**src/rtl/ps2_pkg.sv**
```systemverilog
// Shared types and constants for the PS/2 host transmitter.
package ps2_pkg;

  typedef enum logic [2:0] {
    StIdle,
    StInhibit,
    StReq,
    StAck,
    StWaitIdle
  } ps2_tx_state_e;

  localparam logic [7:0] CMD_SET_LED = 8'hED;
  localparam logic [7:0] CMD_RESET   = 8'hFF;
  localparam logic [7:0] ACK_BYTE    = 8'hFA;

  // Odd parity: the bit that makes the total count of ones in data+parity odd.
  function automatic logic odd_parity(input logic [7:0] data);
    return ~^data;
  endfunction

endpackage

```
**src/rtl/ps2_line_filter.sv**
```systemverilog
// 2-FF synchronizer, 4-sample stability filter and falling-edge strobe for one PS/2 line.
module ps2_line_filter (
  input  logic clk,
  input  logic rst_n,
  input  logic raw,
  output logic filtered,
  output logic fall
);

  logic [1:0] sync_q;
  logic [1:0] cnt_q, cnt_d;
  logic       filt_q, filt_d;
  logic       fall_q, fall_d;

  // Idle PS/2 lines float high, so everything resets to 1.
  always_ff @(posedge clk or negedge rst_n) begin
    if (!rst_n) begin
      sync_q <= 2'b11;
      cnt_q  <= 2'd0;
      filt_q <= 1'b1;
      fall_q <= 1'b0;
    end else begin
      sync_q <= {sync_q[0], raw};
      cnt_q  <= cnt_d;
      filt_q <= filt_d;
      fall_q <= fall_d;
    end
  end

  always_comb begin
    cnt_d  = cnt_q;
    filt_d = filt_q;
    if (sync_q[1] == filt_q) begin
      cnt_d = 2'd0;
    end else if (cnt_q == 2'd3) begin
      filt_d = sync_q[1];
      cnt_d  = 2'd0;
    end else begin
      cnt_d = cnt_q + 2'd1;
    end
    fall_d = filt_q & ~filt_d;
  end

  assign filtered = filt_q;
  assign fall     = fall_q;

endmodule

```
**src/rtl/ps2_host_tx.sv**
```systemverilog
// Host-to-device PS/2 byte transmitter driving open-collector lines via output enables.
// Optional watchdog: define PS2_TX_TIMEOUT_EN.
module ps2_host_tx
  import ps2_pkg::*;
#(
  parameter int unsigned INHIBIT_CYCLES = 1200,
  parameter int unsigned TIMEOUT_CYCLES = 150000
) (
  input  logic       CLOCK,
  input  logic       RESET_N,
  input  logic       PS2_CLK_IN,
  input  logic       PS2_DATA_IN,
  output logic       PS2_CLK_OE,
  output logic       PS2_DATA_OE,
  input  logic [7:0] TX_DATA,
  input  logic       TX_VALID,
  output logic       TX_READY,
  output logic       TX_DONE,
  output logic       TX_ERROR,
  output logic       BUSY
);

  localparam int unsigned InhW = $clog2(INHIBIT_CYCLES + 1);

  ps2_tx_state_e   state_q, state_d;
  logic [InhW-1:0] inh_cnt_q, inh_cnt_d;
  logic [3:0]      bit_cnt_q, bit_cnt_d;
  logic [7:0]      data_q, data_d;
  logic            parity_q, parity_d;
  logic            data_oe_q, data_oe_d;
  logic            ack_q, ack_d;
  logic            done_q, done_d;
  logic            error_q, error_d;

  logic clk_filt, clk_fall;
  logic data_filt, unused_data_fall;
  logic inhibit_last;
  logic timeout;

  ps2_line_filter u_clk_filter (
    .clk      (CLOCK),
    .rst_n    (RESET_N),
    .raw      (PS2_CLK_IN),
    .filtered (clk_filt),
    .fall     (clk_fall)
  );

  ps2_line_filter u_data_filter (
    .clk      (CLOCK),
    .rst_n    (RESET_N),
    .raw      (PS2_DATA_IN),
    .filtered (data_filt),
    .fall     (unused_data_fall)
  );

  assign inhibit_last = (inh_cnt_q == InhW'(INHIBIT_CYCLES - 1));

`ifdef PS2_TX_TIMEOUT_EN
  localparam int unsigned ToW = $clog2(TIMEOUT_CYCLES + 1);

  logic [ToW-1:0] to_cnt_q, to_cnt_d;

  // The accept cycle counts as cycle 0, so the first busy cycle holds 1.
  always_comb begin
    to_cnt_d = (state_q == StIdle) ? ToW'(1) : to_cnt_q + ToW'(1);
  end

  always_ff @(posedge CLOCK or negedge RESET_N) begin
    if (!RESET_N) begin
      to_cnt_q <= '0;
    end else begin
      to_cnt_q <= to_cnt_d;
    end
  end

  assign timeout = (state_q != StIdle) && (to_cnt_q == ToW'(TIMEOUT_CYCLES - 1));
`else
  logic [31:0] unused_timeout;
  assign unused_timeout = 32'(TIMEOUT_CYCLES);
  assign timeout        = 1'b0;
`endif

  always_ff @(posedge CLOCK or negedge RESET_N) begin
    if (!RESET_N) begin
      state_q   <= StIdle;
      inh_cnt_q <= '0;
      bit_cnt_q <= 4'd0;
      data_q    <= 8'h00;
      parity_q  <= 1'b0;
      data_oe_q <= 1'b0;
      ack_q     <= 1'b0;
      done_q    <= 1'b0;
      error_q   <= 1'b0;
    end else begin
      state_q   <= state_d;
      inh_cnt_q <= inh_cnt_d;
      bit_cnt_q <= bit_cnt_d;
      data_q    <= data_d;
      parity_q  <= parity_d;
      data_oe_q <= data_oe_d;
      ack_q     <= ack_d;
      done_q    <= done_d;
      error_q   <= error_d;
    end
  end

  always_comb begin
    state_d   = state_q;
    inh_cnt_d = inh_cnt_q;
    bit_cnt_d = bit_cnt_q;
    data_d    = data_q;
    parity_d  = parity_q;
    data_oe_d = data_oe_q;
    ack_d     = ack_q;
    done_d    = 1'b0;
    error_d   = 1'b0;

    unique case (state_q)
      StIdle: begin
        if (TX_VALID) begin
          data_d    = TX_DATA;
          parity_d  = odd_parity(TX_DATA);
          inh_cnt_d = '0;
          bit_cnt_d = 4'd0;
          data_oe_d = 1'b0;
          state_d   = StInhibit;
        end
      end
      StInhibit: begin
        if (inhibit_last) begin
          data_oe_d = 1'b1;
          state_d   = StReq;
        end else begin
          inh_cnt_d = inh_cnt_q + InhW'(1);
        end
      end
      StReq: begin
        if (clk_fall) begin
          if (bit_cnt_q < 4'd8) begin
            data_oe_d = ~data_q[bit_cnt_q[2:0]];
          end else if (bit_cnt_q == 4'd8) begin
            data_oe_d = ~parity_q;
          end else begin
            data_oe_d = 1'b0;
            state_d   = StAck;
          end
          bit_cnt_d = bit_cnt_q + 4'd1;
        end
      end
      StAck: begin
        if (clk_fall) begin
          ack_d   = ~data_filt;
          state_d = StWaitIdle;
        end
      end
      StWaitIdle: begin
        if (clk_filt && data_filt) begin
          done_d  = ack_q;
          error_d = ~ack_q;
          state_d = StIdle;
        end
      end
      default: state_d = StIdle;
    endcase

    // A completion in the same cycle as the watchdog wins.
    if (timeout && !(done_d || error_d)) begin
      state_d   = StIdle;
      data_oe_d = 1'b0;
      error_d   = 1'b1;
    end
  end

  assign TX_READY    = (state_q == StIdle);
  assign BUSY        = ~TX_READY;
  assign PS2_CLK_OE  = (state_q == StInhibit);
  // Start bit goes out on the last inhibit cycle, before the clock is released.
  assign PS2_DATA_OE = data_oe_q | ((state_q == StInhibit) && inhibit_last);
  assign TX_DONE     = done_q;
  assign TX_ERROR    = error_q;

endmodule

```
**config.mk**
```make
export PLATFORM = sky130hd
export DESIGN_NAME = ps2_host_tx
export DESIGN_NICKNAME = d
export VERILOG_FILES = /design/src/rtl/ps2_pkg.sv /design/src/rtl/ps2_line_filter.sv /design/src/rtl/ps2_host_tx.sv
export SDC_FILE = /design/constraint.sdc
export NUM_CORES = 1
export LEC_CHECK = 0
export ABC_CLOCK_PERIOD_IN_PS = 4600
export CORE_UTILIZATION = 64
export CTS_BUF_LIST = sky130_fd_sc_hd__clkbuf_4
export CTS_CLUSTER_DIAMETER = 80
export DETAILED_ROUTE_END_ITERATION = 8
export MAX_ROUTING_LAYER = met4
export PLACE_DENSITY = 0.95
export RECOVER_POWER = 100
export SLEW_MARGIN = 20
export SYNTH_ARGS = -nofsm -noshare
export SYNTH_HDL_FRONTEND = slang
export SYNTH_HIERARCHICAL = 1
export SYNTH_SLANG_ARGS = --single-unit
```
**constraint.sdc**
```tcl
create_clock -name CLOCK -period 4.6 [get_ports CLOCK]
set_input_delay 0.92 -clock CLOCK [delete_from_list [all_inputs] [get_ports CLOCK]]
set_output_delay 0.92 -clock CLOCK [all_outputs]
set_load 0.01 [all_outputs]
```
==> flow_metrics.env, run 1 <==
export IMPL_report_final_hold_viol_count=0
export IMPL_grt_use_met2_pct=48.8
export IMPL_outcome="finished, violations left"
export IMPL_power_net_switching_uw=355
export IMPL_cts_root_buf="clkbuf_4"
export IMPL_row_count=20
export IMPL_portBuffers=18
export IMPL_die_height_um=59.3
export IMPL_leakage_nw=1.08
export IMPL_power_frac_comb_pct=25.9
export IMPL_syn_nets=212
export IMPL_dieArea_sq_um=3510
export IMPL_fin_area_sq_um=2400
export IMPL_arrival_ns=2.84
export IMPL_grt_start_max_net_pins=43
export IMPL_wl_per_cell_um=16.6
export IMPL_stdcell_count=258
export IMPL_clock_latency_ns=0.35
export IMPL_worst_slack_ns=0.843
export IMPL_finalSetupViolCount=0
export IMPL_worst_slew_pin_slew_ns=2.15
export IMPL_layout_min_cycle_time_ns=3.76
export IMPL_core_sq_um=3080
export IMPL_dpl_cell_count=250
export IMPL_top_usage_layer="met2"
export IMPL_rr_startpoint="state_q[0]$_DFFE_PN0P_"
export IMPL_netlist_area_sq_um=2100
export IMPL_postCtsSetupRepairBufs=0
export IMPL_num_antenna_cells=0
export IMPL_hold_depth=0
export IMPL_clkPwrFrac_pct=25.4
export IMPL_initial_core_util_pct=68.2
export IMPL_timing_setup_tns_ns=0
export IMPL_r2r_slack_ns=2.07
export IMPL_power_mw=1.11
export IMPL_rr_worst_depth=4
export IMPL_htreeDepth=2
export IMPL_rsz0062_at_grt="no"
export IMPL_use_met3_pct=6.55
export IMPL_path_clk_slew_ns=0.12
export IMPL_synthCells=194
export IMPL_grt_pass1_vias=1525
export IMPL_clk_path_buf_depth=2
export IMPL_area_growth_pct=14.1
export IMPL_maxSlewViolCount=43
export IMPL_gp_congestion=0.856
export IMPL_syn_mean_instance_area_sq_um=10.8
export IMPL_pwr_share_seq_pct=48.7
export IMPL_die_w_um=59.3
export IMPL_final_nets=231
export IMPL_cts_buffers=5
export IMPL_slew_headroom_pct=-43.3
export IMPL_grt_usage_pct=28.7
export IMPL_end_kind="primary output"
export IMPL_setup_worst_path_start_class="flop"
export IMPL_vias=1573
export IMPL_power_switching_share_pct=31.8
export IMPL_drtPass1Iterations=4
export IMPL_drive_above_1_share_pct=13.6
export IMPL_power_density_nw_per_um2=465
export IMPL_globalRoute_totalOverflow=0
export IMPL_hold_start="u_data_filter/sync_q[0]$_DFF_PN1_"
export IMPL_synth_warnings=6
export IMPL_grt_pass1_wl_mm=7.02
export IMPL_holdCritPathClass="reg2reg"
export IMPL_critPathKind="reg2out"
export IMPL_min_to="u_data_filter/sync_q[1]$_DFF_PN1_"
export IMPL_clock_sinks=42
export IMPL_period_share_pct=81.7
export IMPL_drt_total_wl_mm=4.27
export IMPL_ir_worst_vdd_v=0.000355
export IMPL_drtIter0Drc=97
export IMPL_finalClockSkew_ns=0.00724
export IMPL_via_per_inst=6.10
export IMPL_drc=0
export IMPL_worst_endpoint_required_ns=3.68
export IMPL_postRouteAntennaNets=0
export IMPL_p_int_uw=760
export IMPL_ctsHoldBuffers=0
export IMPL_crit_fanout=15
export IMPL_antenna_found_initial=0
export IMPL_drv_cap=1
export IMPL_gr_usage_met1_pct=32.6
export IMPL_hpwl_mm=2.95
export IMPL_cts_resized=0
export IMPL_violations="capacitance limit, slew limit"
export IMPL_cts_tree="yes"
export IMPL_r2r_end="bit_cnt_q[0]$_DFFE_PN0P_"
export IMPL_fmax_mhz=266
export IMPL_place_ws_ns=1.42
export IMPL_io_pins=19
export IMPL_dpl_cell_area_sq_um=2300
## critical path: stages (launching register included)
cell	delay, ns
dfrtp_1	0.60
or3b_1	0.46
nor4_1	0.61
or2_2	0.23
dlygate4sd3_1	0.60
## power by group through the flow
| stage | Clock [mW] | Combinational [mW] | Sequential [mW] |
|---|---|---|---|
| 3_5_place_dp | 0 | 0.293 | 0.549 |
| 2_1_floorplan | 0 | 0.218 | 0.520 |
| 5_1_grt | 0.303 | 0.317 | 0.553 |
| 4_1_cts | 0.285 | 0.297 | 0.542 |
| 3_3_place_gp | 0 | 0.270 | 0.538 |
| 6_report | 0.283 | 0.289 | 0.543 |
## state kept, by name, summed over array words and instances (netlist names)
name,flops
parity_q,1
TX_ERROR,1
data_q,8
ack_q,1
TX_DONE,1
u_clk_filter/fall,1
u_data_filter/filtered,1
u_clk_filter/cnt_q,2
data_oe_q,1
u_clk_filter/sync_q,2
state_q,3
u_data_filter/cnt_q,2
u_data_filter/sync_q,2
bit_cnt_q,4
u_clk_filter/filtered,1
inh_cnt_q,11
## metal layers
layer  wire, um  up-vias  part of all wire (%)
met4        150        0                   3.5
met3        178       17                   4.2
li1           -      726                     -
met5          0        -                     0
met2       2270       48                    53
met1       1670      782                    39
## cells in the final DEF, fill, tap and decap left out, types with 3 or more instances in the layout
master	count
nor3_1	5
xor2_1	4
nor2_1	12
o31ai_1	5
nand4_1	3
dlygate4sd3_1	9
ha_1	5
dfrtp_1	36
nand2_1	33
clkbuf_4	5
a21oi_1	6
inv_1	8
xnor2_1	9
dfstp_2	4
o21ai_0	6
clkdlybuf4s50_1	8
nand3_1	3
## through the flow
stage,hold slack (ns),utilization [%]
2_1_floorplan,0.345,-
3_3_place_gp,0.345,74.6
3_5_place_dp,0.347,74.6
4_1_cts,0.366,77.9
5_1_grt,0.369,77.8
6_report,0.354,77.8
## layout make-up
cell class / instances / area (sq um)
flip-flops and latches: 42 / 1060
multi-input cells: 138 / 977
fillers: 198 / 682
repair buffers: 18 / 174
clock inverters: 3 / 63.8
well taps: 44 / 55.1
clock buffers: 5 / 37.5
inverters: 8 / 30.0
## how the worst max path moves through the flow
stage,from,end,cells after the start
after floorplan,state_q[1]$_DFFE_PN0P_,PS2_DATA_OE,4
after global placement,state_q[0]$_DFFE_PN0P_,PS2_DATA_OE,4
after detailed placement,state_q[0]$_DFFE_PN0P_,PS2_DATA_OE,4
after CTS,state_q[0]$_DFFE_PN0P_,PS2_DATA_OE,4
after global routing,state_q[0]$_DFFE_PN0P_,PS2_DATA_OE,4
final,state_q[0]$_DFFE_PN0P_,PS2_DATA_OE,4
No activity file was read; power rests on OpenSTA's default activity.
==> inputs of run 2 (changes only) <==
ABC_CLOCK_PERIOD_IN_PS = 3600   (was 4600)
CORE_UTILIZATION = 59   (was 64)
PLACE_DENSITY = 0.89   (was 0.95)
clock period = 3.6 ns   (was 4.6 ns; I/O delays follow)
==> run 2 against run 1 <==
Net effect: the flow still finishes with violations (capacitance limit, slew limit); clock skew increased by 0.0051 ns; core utilization decreased by 8.3 points; clock power decreased by 19%; final area decreased by 2.4%; die area increased by 8.2%; worst hold slack improved by 0.0077 ns; via count decreased by 3.5%; flip-flop and latch count unchanged; combinational power increased by 22%; wire length decreased by 12%; final cell count increased by 1.2%; clock-buffer cell count increased by 1; critical path type unchanged; critical endpoint unchanged; largest power group unchanged.
==> flow_metrics.env, run 2 (synthesized netlist as in run 1, its figures left out) <==
export IMPL_grt_start_max_net_pins=43
export IMPL_stdcell_count=261
export IMPL_ctsHoldBuffers=0
export IMPL_report_final_hold_viol_count=0
export IMPL_drt_met1_wl_mm=1.65
export IMPL_power_density_nw_per_um2=543
export IMPL_path_clk_slew_ns=0.12
export IMPL_ir_worst_vdd_v=0.000330
export IMPL_core_sq_um=3360
export IMPL_critPathKind="reg2out"
export IMPL_dr_wl_met2_mm=1.92
export IMPL_wl_per_cell_um=14.4
export IMPL_setup_worst_path_start_class="flop"
export IMPL_dpl_cell_area_sq_um=2310
export IMPL_post_route_util_pct=69.5
export IMPL_arrival_ns=2.68
export IMPL_globalRoute_totalOverflow=0
export IMPL_drive_above_1_share_pct=13.0
export IMPL_fillCellCount=262
export IMPL_drv_cap=1
export IMPL_rsz0062_at_grt="no"
export IMPL_cts_resized=0
export IMPL_leakage_nw=1.06
export IMPL_cts_root_buf="clkbuf_4"
export IMPL_cts_tree="yes"
export IMPL_final_nets=232
export IMPL_gp_congestion=0.830
export IMPL_finalClockSkew_ns=0.0123
export IMPL_layout_commonest_cell="dfrtp_1"
export IMPL_worst_slack_ns=0.196
export IMPL_holdCritPathClass="reg2reg"
export IMPL_hold_depth=0
export IMPL_vias=1518
export IMPL_dpl_cell_count=253
export IMPL_grt_pass1_vias=1498
export IMPL_drtIter0Drc=73
export IMPL_area_growth_pct=11.4
export IMPL_maxSlewViolCount=43
export IMPL_period_share_pct=94.6
export IMPL_io_pins=19
export IMPL_antenna_found_initial=0
export IMPL_via_per_inst=5.82
export IMPL_dieArea_sq_um=3800
export IMPL_num_antenna_cells=0
export IMPL_die_height_um=61.7
export IMPL_violations="capacitance limit, slew limit"
export IMPL_worst_endpoint_required_ns=2.88
export IMPL_grt_usage_pct=24.5
export IMPL_postRouteAntennaNets=0
export IMPL_worst_slew_pin_slew_ns=2.13
export IMPL_die_w_um=61.7
export IMPL_drt_total_wl_mm=3.76
export IMPL_largestRegisters="inh_cnt_q: 11 flops, data_q: 8 flops, bit_cnt_q: 4 flops"
export IMPL_outcome="finished, violations left"
export IMPL_cts_buffers=5
export IMPL_top_register="inh_cnt_q"
export IMPL_routed_top_layer="met4"
export IMPL_drtPass1Iterations=4
export IMPL_drc=0
export IMPL_initial_core_util_pct=62.4
export IMPL_layout_min_cycle_time_ns=3.40
export IMPL_rr_worst_depth=5
export IMPL_end_kind="primary output"
export IMPL_grt_pass1_wl_mm=6.40
export IMPL_row_count=21
export IMPL_mostFrequentLayoutCells="dfrtp_1 (36), nand2_1 (33), nor2_1 (12)"
export IMPL_finalSetupViolCount=0
export IMPL_fin_area_sq_um=2340
export IMPL_place_ws_ns=0.696
export IMPL_clock_latency_ns=0.35
export IMPL_wl_met3_um=139
export IMPL_portBuffers=18
export IMPL_clk_path_buf_depth=2
export IMPL_slew_headroom_pct=-42.2
export IMPL_crit_fanout=15
export IMPL_clock_sinks=42
export IMPL_largest_register_ffs=11
export IMPL_htreeDepth=2
export IMPL_postCtsSetupRepairBufs=0
export IMPL_timing_setup_tns_ns=0
export IMPL_fmax_mhz=294
export IMPL_hpwl_mm=2.69
==> run 2: cell count changes in the layout (fill, tap and decap cells not counted) <==
| cell | change |
|---|---|
| bufinv_16 | -2 |
| clkbuf_1 | +1 |
| clkbuf_4 | +1 |
| clkdlybuf4s50_1 | +1 |
| clkinv_2 | +1 |
| dlygate4sd3_1 | -1 |
| nand4bb_1 | +1 |
| nand4bb_4 | -1 |
| o21ai_0 | +1 |
| o21ai_1 | -1 |
==> run 2: metal layers <==
layer  up-vias  global-route usage, %
li1        729                      -
met1       750                   27.5
met2        33                   41.2
met3         6                   7.77
met4         0                   8.57
met5         -                      -
==> run 2: final cells by class <==
| class | count | area (sq um) | share of cell area, % |
|---|---|---|---|
| multi-input combinational | 138 | 961 | 41.1 |
| clock inverter | 2 | 8.76 | 0.375 |
| timing repair buffer | 19 | 178 | 7.60 |
| tap | 46 | 57.6 | 2.46 |
| sequential | 42 | 1060 | 45.3 |
| inverter | 8 | 30.0 | 1.28 |
| clock buffer | 6 | 45.0 | 1.93 |
==> run 2: worst max-delay path, stage by stage (launching register included) <==
cell	delay (ns)
dfrtp_1	0.61
or3b_1	0.47
nor4_1	0.52
or2_2	0.20
clkdlybuf4s50_1	0.52
==> run 2: through the flow <==
| stage | total power, mW | hold slack [ns] |
|---|---|---|
| floorplan | 0.944 | 0.345 |
| global placement | 1.04 | 0.346 |
| detailed placement | 1.07 | 0.347 |
| CTS | 1.30 | 0.364 |
| global route | 1.37 | 0.368 |
| finish | 1.27 | 0.362 |
==> run 2: power breakdown <==
part / switching, mW / total [mW] / internal, mW
registers: 0.105 / 0.690 / 0.585
logic: 0.183 / 0.352 / 0.169
clock network: 0.147 / 0.228 / 0.0810
total: 0.434 / 1.27 / 0.835
==> run 2: final timing paths <==
check / start / end / slack [ns]
min in group asynchronous: RESET_N / inh_cnt_q[3]$_DFFE_PN0P_ / 0.96
max in group asynchronous: RESET_N / data_q[5]$_DFFE_PN0P_ / 1.41
hold reg to reg: u_data_filter/sync_q[0]$_DFF_PN1_ / u_data_filter/sync_q[1]$_DFF_PN1_ / 0.36
setup / recovery: state_q[0]$_DFFE_PN0P_ / PS2_DATA_OE / 0.20
setup reg to reg: state_q[0]$_DFFE_PN0P_ / data_q[5]$_DFFE_PN0P_ / 1.40
hold / removal: u_data_filter/sync_q[0]$_DFF_PN1_ / u_data_filter/sync_q[1]$_DFF_PN1_ / 0.36
